==> src/rtl/multiword_adder_pkg.sv <==
// multiword_adder shared types.
// FSM state encoding and index-width helper.
package multiword_adder_pkg;

    typedef enum logic [1:0] {
        IDLE,
        RUN,
        DONE
    } state_t;

    // Word index width: max(1, clog2(k)).
    function automatic int idx_width(input int k);
        return (k <= 2) ? 1 : $clog2(k);
    endfunction

    localparam int K_DEFAULT = 4;
    localparam int IDXW = idx_width(K_DEFAULT);

endpackage

==> src/rtl/multiword_adder_ripple.sv <==
// multiword_adder word adder.
// Combinational N-bit ripple-carry adder.
module multiword_adder_ripple #(
    parameter int N = 8
) (
    input  logic [N-1:0] i_a,
    input  logic [N-1:0] i_b,
    input  logic         i_cin,
    output logic [N-1:0] o_sum,
    output logic         o_cout
);

    logic [N:0] w_c;

    assign w_c[0] = i_cin;

    for (genvar g = 0; g < N; g++) begin : g_bit
        assign o_sum[g]  = i_a[g] ^ i_b[g] ^ w_c[g];
        assign w_c[g+1]  = (i_a[g] & i_b[g])
                         | (w_c[g] & (i_a[g] ^ i_b[g]));
    end

    assign o_cout = w_c[N];

endmodule

==> src/rtl/multiword_adder.sv <==
// multiword_adder top.
// W*K-bit add/sub, one W-bit word per cycle, LSW first.
module multiword_adder
    import multiword_adder_pkg::*;
#(
    parameter int W = 8,
    parameter int K = 4
) (
    input  logic           clk,
    input  logic           rst,
    input  logic           in_valid,
    output logic           in_ready,
    input  logic [W*K-1:0] a,
    input  logic [W*K-1:0] b,
    input  logic           cin,
    input  logic           sub,
    output logic           out_valid,
    input  logic           out_ready,
    output logic [W*K-1:0] s,
    output logic           cout,
    output logic           ovf
);

    localparam int IW = idx_width(K);

    state_t r_state;
    state_t w_next;

    logic [K-1:0][W-1:0] r_a;
    logic [K-1:0][W-1:0] r_b;
    logic [K-1:0][W-1:0] r_s;
    logic [IW-1:0]       r_idx;
    logic                r_carry;
    logic                r_cout;
    logic                r_ovf;

    logic [W-1:0] w_sum;
    logic         w_cout;
    logic         w_last;

    assign w_last = (r_idx == IW'(K - 1));

    multiword_adder_ripple #(
        .N(W)
    ) u_add (
        .i_a   (r_a[r_idx]),
        .i_b   (r_b[r_idx]),
        .i_cin (r_carry),
        .o_sum (w_sum),
        .o_cout(w_cout)
    );

    // State register.
    always_ff @(posedge clk) begin
        if (rst) r_state <= IDLE;
        else     r_state <= w_next;
    end

    // Next-state and handshake outputs.
    always_comb begin
        w_next    = r_state;
        in_ready  = 1'b0;
        out_valid = 1'b0;
        unique case (r_state)
            IDLE: begin
                in_ready = 1'b1;
                if (in_valid) w_next = RUN;
            end
            RUN: begin
                if (w_last) w_next = DONE;
            end
            DONE: begin
                out_valid = 1'b1;
                if (out_ready) w_next = IDLE;
            end
            default: w_next = IDLE;
        endcase
    end

    // Operand latch, per-word accumulate, final flags.
    always_ff @(posedge clk) begin
        if (rst) begin
            r_a     <= '0;
            r_b     <= '0;
            r_s     <= '0;
            r_idx   <= '0;
            r_carry <= 1'b0;
            r_cout  <= 1'b0;
            r_ovf   <= 1'b0;
        end else begin
            unique case (r_state)
                IDLE: begin
                    if (in_valid) begin
                        r_a     <= a;
                        r_b     <= sub ? ~b : b;
                        r_carry <= sub ? 1'b1 : cin;
                        r_idx   <= '0;
                    end
                end
                RUN: begin
                    r_s[r_idx] <= w_sum;
                    r_carry    <= w_cout;
                    if (w_last) begin
                        r_idx  <= '0;
                        r_cout <= w_cout;
                        r_ovf  <= (r_a[K-1][W-1] == r_b[K-1][W-1])
                               && (w_sum[W-1] != r_a[K-1][W-1]);
                    end else begin
                        r_idx <= r_idx + IW'(1);
                    end
                end
                default: ;
            endcase
        end
    end

    assign s    = r_s;
    assign cout = r_cout;
    assign ovf  = r_ovf;

endmodule

==> config.mk <==
export PLATFORM = sky130hd
export DESIGN_NAME = multiword_adder
export DESIGN_NICKNAME = d
export VERILOG_FILES = /design/src/rtl/multiword_adder_pkg.sv /design/src/rtl/multiword_adder_ripple.sv /design/src/rtl/multiword_adder.sv
export SDC_FILE = /design/constraint.sdc
export NUM_CORES = 1
export LEC_CHECK = 0
export ABC_CLOCK_PERIOD_IN_PS = 13500
export CAP_MARGIN = 30
export CORE_MARGIN = 3
export CORE_UTILIZATION = 54
export CTS_CLUSTER_DIAMETER = 40
export DETAILED_ROUTE_END_ITERATION = 8
export PLACE_DENSITY = 0.89
export REMOVE_ABC_BUFFERS = 1
export SLEW_MARGIN = 10
export SYNTH_ARGS = -nofsm -noshare
export SYNTH_HDL_FRONTEND = slang
export SYNTH_SLANG_ARGS = --single-unit
==> constraint.sdc <==
create_clock -name clk -period 13.5 [get_ports clk]
set_input_delay 3.375 -clock clk [delete_from_list [all_inputs] [get_ports clk]]
set_output_delay 3.375 -clock clk [all_outputs]
set_load 0.01 [all_outputs]
==> run_results.csv, run 1 <==
group,metric,value,unit
status,status,"complete, no violations",
yosys,synth-edff-count,0,
hold_path,holdCritPathClass,"reg -> reg",
placed_design,post-place-ws,8.050,ns
timing,rsz0062_at_grt,"false",
yosys,synth.area.top_cells,"dfxtp_1, nand2_1, mux4_2",
die,dieArea,9518,um2
hold_path,min_delay_path_depth,2,
die,chipWidth,97.56,um
critical_path,worst-setup-path-type,"reg -> out",
clock_network,post-cts-setup-buffer-count,0,
cells_and_area,final_nets,659,
die,ios,106,
global_routing,grt_pass1_vias,3420,
critical_path,start_kind,"flop",
critical_path,cp.depth,2,
clock_network,insertion_delay,0.37,ns
critical_path,end_kind,"output port",
pwr,vdd.ir_drop.worst,0.00007344,V
timing,timing.hold.ws,0.4584,ns
global_routing,antenna_found_initial,0,
critical_path,path_delay_family,"flip-flops",
clock_network,cts.sinks,103,
route,drc,0,
placed_design,port_buffers,105,
critical_path,crit_arrival,1.79,ns
yosys,netlist_area,4527,um2
timing,final-hold-violation-count,0,
pwr,power,652.0,uW
critical_path,r2r-start,"r_idx[0]",
cells_and_area,layout_commonest_cell,"nand2_1",
yosys,ys_ff_latch,103,
global_routing,grt_max_degree,105,
route,via_per_inst,5.358,
critical_path,path_cells,"nor2b_1 -> clkdlybuf4s50_1",
hold_path,hold_end,"s[2]",
die,core_area,7928,um2
placed_design,hpwl,7203,um
die,rows,32,
route,vias,3665,
critical_path,reg2reg_slack,8.38,ns
timing,setup_ws,8.331,ns
yosys,synth_top_area_frac,0.4555,
route,drt_pre_antenna_iters,5,
pwr,power.density,112.4,nW/um2
global_routing,grt_usage,0.2078,
cells_and_area,utilization,0.7317,
critical_path,worst_r2r_path_depth,15,
critical_path,worst_r2r_endpoint,"ovf",
route,route.detailed.wl_per_inst,14.51,um
timing,fin_skew,0.01066,ns
yosys,yosys_warnings,0,
cells_and_area,final_cell_mix,"nand2_1, dfxtp_1, clkdlybuf4s50_1, a21oi_1, nor2_1",
route,drt_iter0_drc,162,
run,cap_violations,0,
global_routing,grt-ovfl-total,0,
critical_path,critical_path.max_stage_delay,0.62,ns
clock_network,clk_pin_slew,0.09,ns
critical_path,path_buf_inv,1,
route,ant_nets,0,
timing,slew_violations,0,
clock_network,clock-root-buffer,"clkbuf_8",
clock_network,htreeDepth,3,
yosys,ys_seq_area_frac,0.4555,
clock_network,cts.path.max_buffers,2,
critical_path,cp.required,10.12,ns
cells_and_area,antennaDiodeCount,0,
clock_network,holdBufCountCts,0,
clock_network,cts_tree,"done",
route,wirelength,9925,um
global_routing,grt_pass1_wl,16070,um
yosys,synth.avg_cell_area,9.127,um2
placed_design,globalplace.congestion,0.7886,
cells_and_area,drive_gt1_frac,0.06873,
clock_network,cts-resized-gates,0,
timing,fin_setup_tns,0,ns
clock_network,cts_buffers,9,
die,die_y,97.56,um
timing,fin_crit_sh,0.3829,
timing,worstMarginPinSlew,0.8921,ns
timing,setup_viol,0,
yosys,synthCells,496,
hold_path,min_from,"s[2]",
yosys,synth_top_flop_cell,"dfxtp_1",
die,floorplan.initialDensity,0.5710,
yosys,synth_top_area_cell,"dfxtp_1",
yosys,synth-async-reset-ratio,0,
yosys,synthDistinctLibCells,30,
timing,fmax,193.4,MHz
pwr,leakage,0.002006,uW
critical_path,crit_path_top_delay_cell,"dfxtp_1",
timing,slew_headroom,0.4053,
timing,min_period,5.169,ns
critical_path,cp_max_fo,16,
cells_and_area,synthToLayoutAreaGrowth,28.14,%
-- where the power goes --
part / leakage [uW] / total (uW) / internal [uW] / switching (uW)
sequential: 0.000844 / 331 / 321 / 10.0
combinational: 0.00107 / 111 / 57.9 / 53.5
clock: 0.0000958 / 209 / 105 / 105
total: 0.00201 / 652 / 484 / 168
-- synth_stat cells (2+ instances only) --
master and instances:
nand2_1 113, dfxtp_1 103, a21oi_1 58, nor2_1 44, a211oi_1 41, xnor2_1 32, buf_2 20, clkbuf_1 18
mux4_2 16, inv_1 11, fa_1 8, and3b_1 4, ha_1 4, nand3b_1 4, buf_4 3, nand2b_1 2
or3_1 2
-- worst max-delay path by stage --
stage               start  slack [ns]   endpoint
6_report       r_state[1]        8.33  out_valid
5_1_grt          r_idx[0]        8.13        ovf
4_1_cts          r_idx[0]        8.32        ovf
3_5_place_dp     in_valid        8.05    r_b[22]
3_3_place_gp     in_valid        8.26    r_b[10]
2_1_floorplan    in_valid        6.99     r_b[0]
-- layout make-up --
type                    instances  area [um2]
clock buffers                  11       131.4
clock inverters                 5       82.58
fillers                       561        2127
inverters                      11       41.29
multi-input cells             341        2240
flip-flops and latches        103        2062
well taps                     102       127.6
repair buffers                111        1116
-- sequential cells by signal, summed over array words and instances, names as in the netlist --
| name | count |
|---|---|
| r_carry | 1 |
| r_a | 32 |
| r_idx | 2 |
| s | 32 |
| r_state | 2 |
| ovf | 1 |
| cout | 1 |
| r_b | 32 |
-- metrics by stage --
stage / area (um2) / instances
global placement: 5544 / 666
detailed placement: 5559 / 667
finish: 5801 / 684
global route: 5801 / 684
floorplan: 4337 / 455
CTS: 5773 / 683
-- cell families after synthesis --
group / share of synthesized area
and+or+nand+nor: 0.1603
AOI/OAI and AO/OA: 0.1404
adders and majority gates: 0.04643
muxes: 0.08430
DFF: 0.4555
xor gates and xnor gates: 0.06191
buffers and inverters: 0.05113
-- worst min-delay path, cell delays in order, from the launching register on --
cell and delay [ns]:
dfxtp_1 0.32, nand2_1 0.05, a21oi_1 0.05
-- metal layers --
layer	vias to the layer above	track usage	part of all wire
met4	0	0.07029	0.015
met3	14	0.03805	0.069
met5	-	0	0
met2	130	0.3542	0.49
li1	1834	-	-
met1	1687	0.2653	0.42
No activity file was read; power rests on OpenSTA's default activity.
==> inputs of run 2 (changes only) <==
- ABC_CLOCK_PERIOD_IN_PS: 13500 -> 5300
- CORE_UTILIZATION: 54 -> 50
- PLACE_DENSITY: 0.89 -> 0.83
- clock period: 13.5 -> 5.3 ns (I/O delays scaled with it)
==> run 2 against run 1 <==
  * Combinational power grew to 2.5 times the previous value
  * Critical endpoint is now ovf
  * Register-to-register slack got worse by 8.0 ns
  * Sequential share of layout area is 0.054 points lower
  * Hold slack lost 0.00072 ns
  * Clock power grew 150%
  * Clock-buffer cell count down 2
  * Critical path type is now reg -> reg
  * Sequential power rose to 2.6 times the previous value
  * Die area up 7.5%
  * Cell area rose by 0.15%
  * Clock skew shrank 0.0013 ns
==> run_results.csv, run 2 (synthesis gave the netlist of run 1 again) <==
group,metric,value,unit
global_routing,grt_max_degree,105,
timing,fmax,202.3,MHz
timing,final-hold-violation-count,0,
die,rows,34,
cells_and_area,final_cell_mix,"nand2_1, dfxtp_1, clkdlybuf4s50_1, a21oi_1, nor2_1",
pwr,combPwrFrac,0.172,
global_routing,grt_pass1_vias,3544,
route,via_per_inst,5.337,
route,drt_pre_antenna_iters,4,
die,die_y,101.2,um
clock_network,clock-root-buffer,"clkbuf_8",
pwr,vdd.ir_drop.worst,0.0001175,V
pwr,leakage,0.002016,uW
global_routing,grt_pass1_wl,16570,um
placed_design,port_buffers,105,
hold_path,holdCritPathClass,"reg -> reg",
clock_network,holdBufCountCts,0,
die,dieArea,10230,um2
status,status,"complete, no violations",
clock_network,htreeDepth,3,
route,drt_iter0_drc,155,
clock_network,cts.sinks,103,
critical_path,end_kind,"flop",
route,drc,0,
placed_design,globalplace.congestion,0.7843,
die,core_area,8763,um2
pwr,switching_share,0.2509,
clock_network,insertion_delay,0.35,ns
run,cap_violations,0,
route,vias,3677,
timing,fin_skew,0.009338,ns
timing,worstMarginPinSlew,0.9140,ns
route,route.detailed.wl_per_inst,14.64,um
cells_and_area,drive_gt1_frac,0.07057,
critical_path,cp_max_fo,6,
clock_network,cts-resized-gates,0,
clock_network,clk_pin_slew,0.09,ns
global_routing,grt_usage,0.2026,
placed_design,hpwl,7285,um
critical_path,worst-setup-path-type,"reg -> reg",
die,ios,106,
timing,slew_headroom,0.3906,
timing,timing.hold.ws,0.4577,ns
critical_path,r2r-start,"r_idx[0]",
die,floorplan.initialDensity,0.5166,
cells_and_area,synthToLayoutAreaGrowth,28.33,%
cells_and_area,utilization,0.6629,
timing,fin_crit_sh,0.9326,
critical_path,startpoint,"r_idx[0]",
hold_path,min_from,"s[2]",
cells_and_area,fillCellCount,700,
pwr,p_sw,411.7,uW
critical_path,start_kind,"flop",
critical_path,crit_arrival,5.20,ns
pwr,share_seq_of_total_power,0.515,
critical_path,cp.required,5.55,ns
route,ant_nets,0,
die,chipWidth,101.2,um
placed_design,post-place-ws,0.4677,ns
clock_network,cts_tree,"done",
timing,setup_ws,0.3573,ns
timing,rsz0062_at_grt,"false",
timing,slew_violations,0,
clock_network,cts_buffers,9,
global_routing,grt-ovfl-total,0,
cells_and_area,final_nets,659,
timing,fin_setup_tns,0,ns
clock_network,post-cts-setup-buffer-count,0,
global_routing,antenna_found_initial,0,
pwr,power.density,282.4,nW/um2
timing,setup_viol,0,
timing,min_period,4.943,ns
pwr,clkPwrFrac,0.312,
cells_and_area,layout_commonest_cell,"nand2_1",
clock_network,cts.path.max_buffers,2,
pwr,internal-power,1229,uW
route,wirelength,10090,um
cells_and_area,antennaDiodeCount,0,
## run 2: changes by cell type in the layout (fill, tap and decap cells not counted), sizes merged
cell / before / now
clkbuf: 11 / 9
clkinv: 0 / 3
clkinvlp: 3 / 1
## run 2: final timing paths
| check | end | depth (start not counted) | slack, ns |
|---|---|---|---|
| max | ovf | 14 | 0.36 |
| min | s[2] | 2 | 0.46 |
| max reg2reg | ovf | 14 | 0.36 |
| min reg2reg | s[2] | 2 | 0.46 |
## run 2: through the flow
| stage | cells | power [uW] | area (um2) |
|---|---|---|---|
| CTS | 688 | 1650 | 5789 |
| floorplan | 455 | 1012 | 4337 |
| global route | 689 | 1720 | 5809 |
| finish | 689 | 1641 | 5809 |
| detailed placement | 673 | 1145 | 5579 |
| global placement | 672 | 1132 | 5564 |
## run 2: area by class of cell
class	instances	area [um2]	area share
multi-input cells	341	2240	0.3855
flip-flops and latches	103	2062	0.3549
repair buffers	111	1121	0.1930
well taps	108	135.1	0.02326
clock buffers	9	123.9	0.02132
clock inverters	6	86.33	0.01486
inverters	11	41.29	0.007107
## run 2: worst max-delay path, stage by stage (launching register included)
cell and delay (ns):
dfxtp_1 0.44, mux4_2 0.55, fa_1 0.42, fa_1 0.39, fa_1 0.40, fa_1 0.41, fa_1 0.37, inv_1 0.07
fa_1 0.16, inv_1 0.05, fa_1 0.36, inv_1 0.08, fa_1 0.48, or3_1 0.35, a311oi_1 0.31
## run 2: routing by layer
metal  vias up  GRT usage  share of wire
met4         0    0.07055          0.017
met3        16    0.03099          0.062
met2       119     0.3255           0.48
met1      1705     0.2802           0.44
met5         -          0              0
li1       1837          -              -
## run 2: power by group through the flow
stage | registers (uW) | clock network [uW] | logic, uW
2_1_floorplan | 863 | 0 | 149
3_3_place_gp | 860 | 0 | 272
3_5_place_dp | 864 | 0 | 281
4_1_cts | 845 | 523 | 282
5_1_grt | 852 | 555 | 313
6_report | 846 | 513 | 283
==> inputs of run 3 (changes only) <==
- SYNTH_HIERARCHICAL: not set -> 1
==> run 3 against run 2 <==
  * Fmax is 1.6% lower
  * Highest routed layer unchanged
  * Hold slack hardly changed
  * Non-clock buffer count is 1 higher
  * Clock skew hardly changed
  * Sequential cell count stayed put
  * Largest power group unchanged
  * Utilization is 0.24 points lower
  * Register-to-register slack worse by 0.08 ns
  * Critical path depth is 2 higher
  * Total power is 2.9% lower
  * Final cell count is 3.2% lower
  * Cell area is 0.13% higher
  * Die area is 1.2% higher
==> run_results.csv, run 3 <==
group,metric,value,unit
clock_network,cts_tree,"done",
yosys,synth_compound_area_frac,0.09989,
pwr,p_sw,435.3,uW
route,vias,3468,
cells_and_area,antennaDiodeCount,0,
timing,rsz0062_at_grt,"false",
critical_path,cp.required,5.56,ns
timing,worstMarginPinSlew,0.8535,ns
pwr,internal-power,1158,uW
run,cap_violations,0,
yosys,synth_commonest_cells,"dfxtp_1, nor2_1, nand2_1, a21oi_1, mux2i_1",
timing,setup_viol,0,
route,drt_pre_antenna_iters,4,
yosys,synth_top_family_by_area,"multiplexers",
critical_path,path_cells,"mux4_2 -> fa_1 -> inv_1 -> fa_1 -> inv_1 -> fa_1 -> fa_2 -> fa_1 -> fa_1 -> fa_1 -> inv_1 -> fa_1 -> inv_2 -> nor3b_2 -> nor2_1 -> a221oi_1",
pwr,share_seq_of_total_power,0.531,
route,drc,0,
status,status,"complete, no violations",
yosys,synthCells,470,
yosys,synth.area.top_cells,"dfxtp_1, mux4_2, mux2i_1",
timing,fin_setup_tns,0,ns
die,ios,106,
yosys,netlist_area,4584,um2
global_routing,grt_max_degree,104,
pwr,switching_share,0.2732,
critical_path,end_kind,"flop",
clock_network,insertion_delay,0.36,ns
critical_path,worst-setup-path-type,"reg -> reg",
global_routing,grt_pass1_vias,3325,
yosys,synth-async-reset-ratio,0,
clock_network,cts_buffers,9,
timing,fin_crit_sh,0.9475,
clock_network,cts.sinks,103,
pwr,vdd.ir_drop.worst,0.0001451,V
yosys,yosys_warnings,6,
pwr,power.density,274.0,nW/um2
cells_and_area,synthToLayoutAreaGrowth,26.88,%
die,chipWidth,101.8,um
cells_and_area,final_cells,667,
yosys,synthDistinctLibCells,28,
cells_and_area,final_nets,636,
critical_path,start_kind,"flop",
timing,slew_violations,0,
yosys,synth-edff-count,0,
timing,fin_skew,0.009385,ns
die,floorplan.initialDensity,0.5206,
yosys,yosysMostFrequentCell,"dfxtp_1",
clock_network,post-cts-setup-buffer-count,0,
critical_path,crit_arrival,5.28,ns
yosys,synthXorXnorAreaFrac,0.06114,
critical_path,critical_path.max_stage_delay,0.54,ns
cells_and_area,final_cell_mix,"dfxtp_1, clkdlybuf4s50_1, nor2_1, nand2_1, a21oi_1",
clock_network,htreeDepth,3,
yosys,synth_top_area_cell,"dfxtp_1",
timing,slew_headroom,0.4310,
placed_design,port_buffers,105,
placed_design,hpwl,7162,um
pwr,clkPwrFrac,0.285,
clock_network,clk_pin_slew,0.10,ns
global_routing,antenna_found_initial,0,
route,drt_iter0_drc,136,
die,dieArea,10350,um2
critical_path,crit_top_cell,"fa_1",
yosys,synth.avg_cell_area,9.754,um2
yosys,synth_mux_area_frac,0.1507,
route,wirelength,9683,um
timing,timing.hold.ws,0.4573,ns
yosys,synth-simple-area-share,0.1337,
critical_path,cp_max_fo,6,
global_routing,grt_pass1_wl,15730,um
route,ant_nets,0,
route,route.detailed.wl_per_inst,14.52,um
timing,min_period,5.022,ns
die,rows,34,
clock_network,cts.path.max_buffers,2,
yosys,ys_ff_latch,103,
yosys,synth_top_area_frac,0.4498,
yosys,ys_seq_area_frac,0.4498,
global_routing,grt-ovfl-total,0,
hold_path,holdCritPathClass,"reg -> reg",
placed_design,place_inst,650,
die,die_y,101.8,um
pwr,combPwrFrac,0.184,
yosys,synth_top_flop_cell,"dfxtp_1",
timing,fmax,199.1,MHz
cells_and_area,drive_gt1_frac,0.08587,
timing,final-hold-violation-count,0,
critical_path,crit_path_top_delay_cell,"mux4_2",
clock_network,clock-root-buffer,"clkbuf_8",
die,core_area,8806,um2
global_routing,grt_usage,0.1928,
cells_and_area,fillCellCount,701,
yosys,synth_fa_ha_area_frac,0.04585,
clock_network,cts-resized-gates,0,
clock_network,holdBufCountCts,0,
route,via_per_inst,5.199,
pwr,leakage,0.002317,uW
placed_design,globalplace.congestion,0.8651,
## run 3: power groups by stage
stage | Clock [uW] | Combinational [uW] | Sequential, uW
detailed placement | 0 | 291 | 865
global route | 497 | 324 | 852
finish | 454 | 293 | 847
floorplan | 0 | 157 | 864
global placement | 0 | 282 | 861
CTS | 462 | 291 | 847
## run 3: area by class of cell
type                       count  area [um2]  share of cell area
clock buffer                  10       137.6             0.02366
inverter                      16       60.06             0.01032
sequential                   103        2062              0.3545
timing repair buffer         112        1116              0.1919
clock inverter                 6       46.29            0.007959
tap                          108       135.1             0.02323
multi-input combinational    312        2260              0.3885
## run 3: worst paths after layout
| check | cells past startpoint | from | slack, ns | to |
|---|---|---|---|---|
| worst min-delay path | 2 | r_a[16] | 0.46 | r_a[16] |
| worst max register to register | 16 | r_idx[1] | 0.28 | ovf |
| worst min register to register | 2 | r_a[16] | 0.46 | r_a[16] |
| worst max-delay path | 16 | r_idx[1] | 0.28 | ovf |
## run 3: critical path: cells and delay by family (launching register included)
kind                       cells  cell delay (ns)
buffers and inverters          4             0.34
AOI/OAI and AO/OA              1             0.26
and+or+nand+nor                2             0.22
adders and majority gates      8             3.20
DFF                            1             0.37
muxes                          1             0.54
## run 3: cell families (layout without fill, tap and decap cells)
family / Yosys count / in the layout
simple gates: 147 / 147
flops: 103 / 103
compound gates: 72 / 72
buf+inv: 55 / 144
mux: 49 / 49
xor+xnor: 32 / 32
fa+ha+maj: 12 / 12
## run 3: per-layer routing
layer | share of wire | vias up | wire (um) | global-route usage
met5 | 0 | - | 0 | 0
met4 | 0.017 | 0 | 161 | 0.06851
met3 | 0.051 | 15 | 495 | 0.03306
met2 | 0.49 | 101 | 4699 | 0.3214
met1 | 0.45 | 1606 | 4326 | 0.2531
li1 | - | 1746 | - | -
## run 3: metrics by stage
step	cell area (um2)	setup WS (ns)	util	power (uW)
6_report	5817	0.2781	0.6606	1594
5_1_grt	5817	0.03480	0.6606	1673
4_1_cts	5782	0.09893	0.6566	1599
3_5_place_dp	5598	0.1335	0.6357	1155
3_3_place_gp	5598	0.2578	0.6357	1143
2_1_floorplan	4374	-0.1770	-	1021
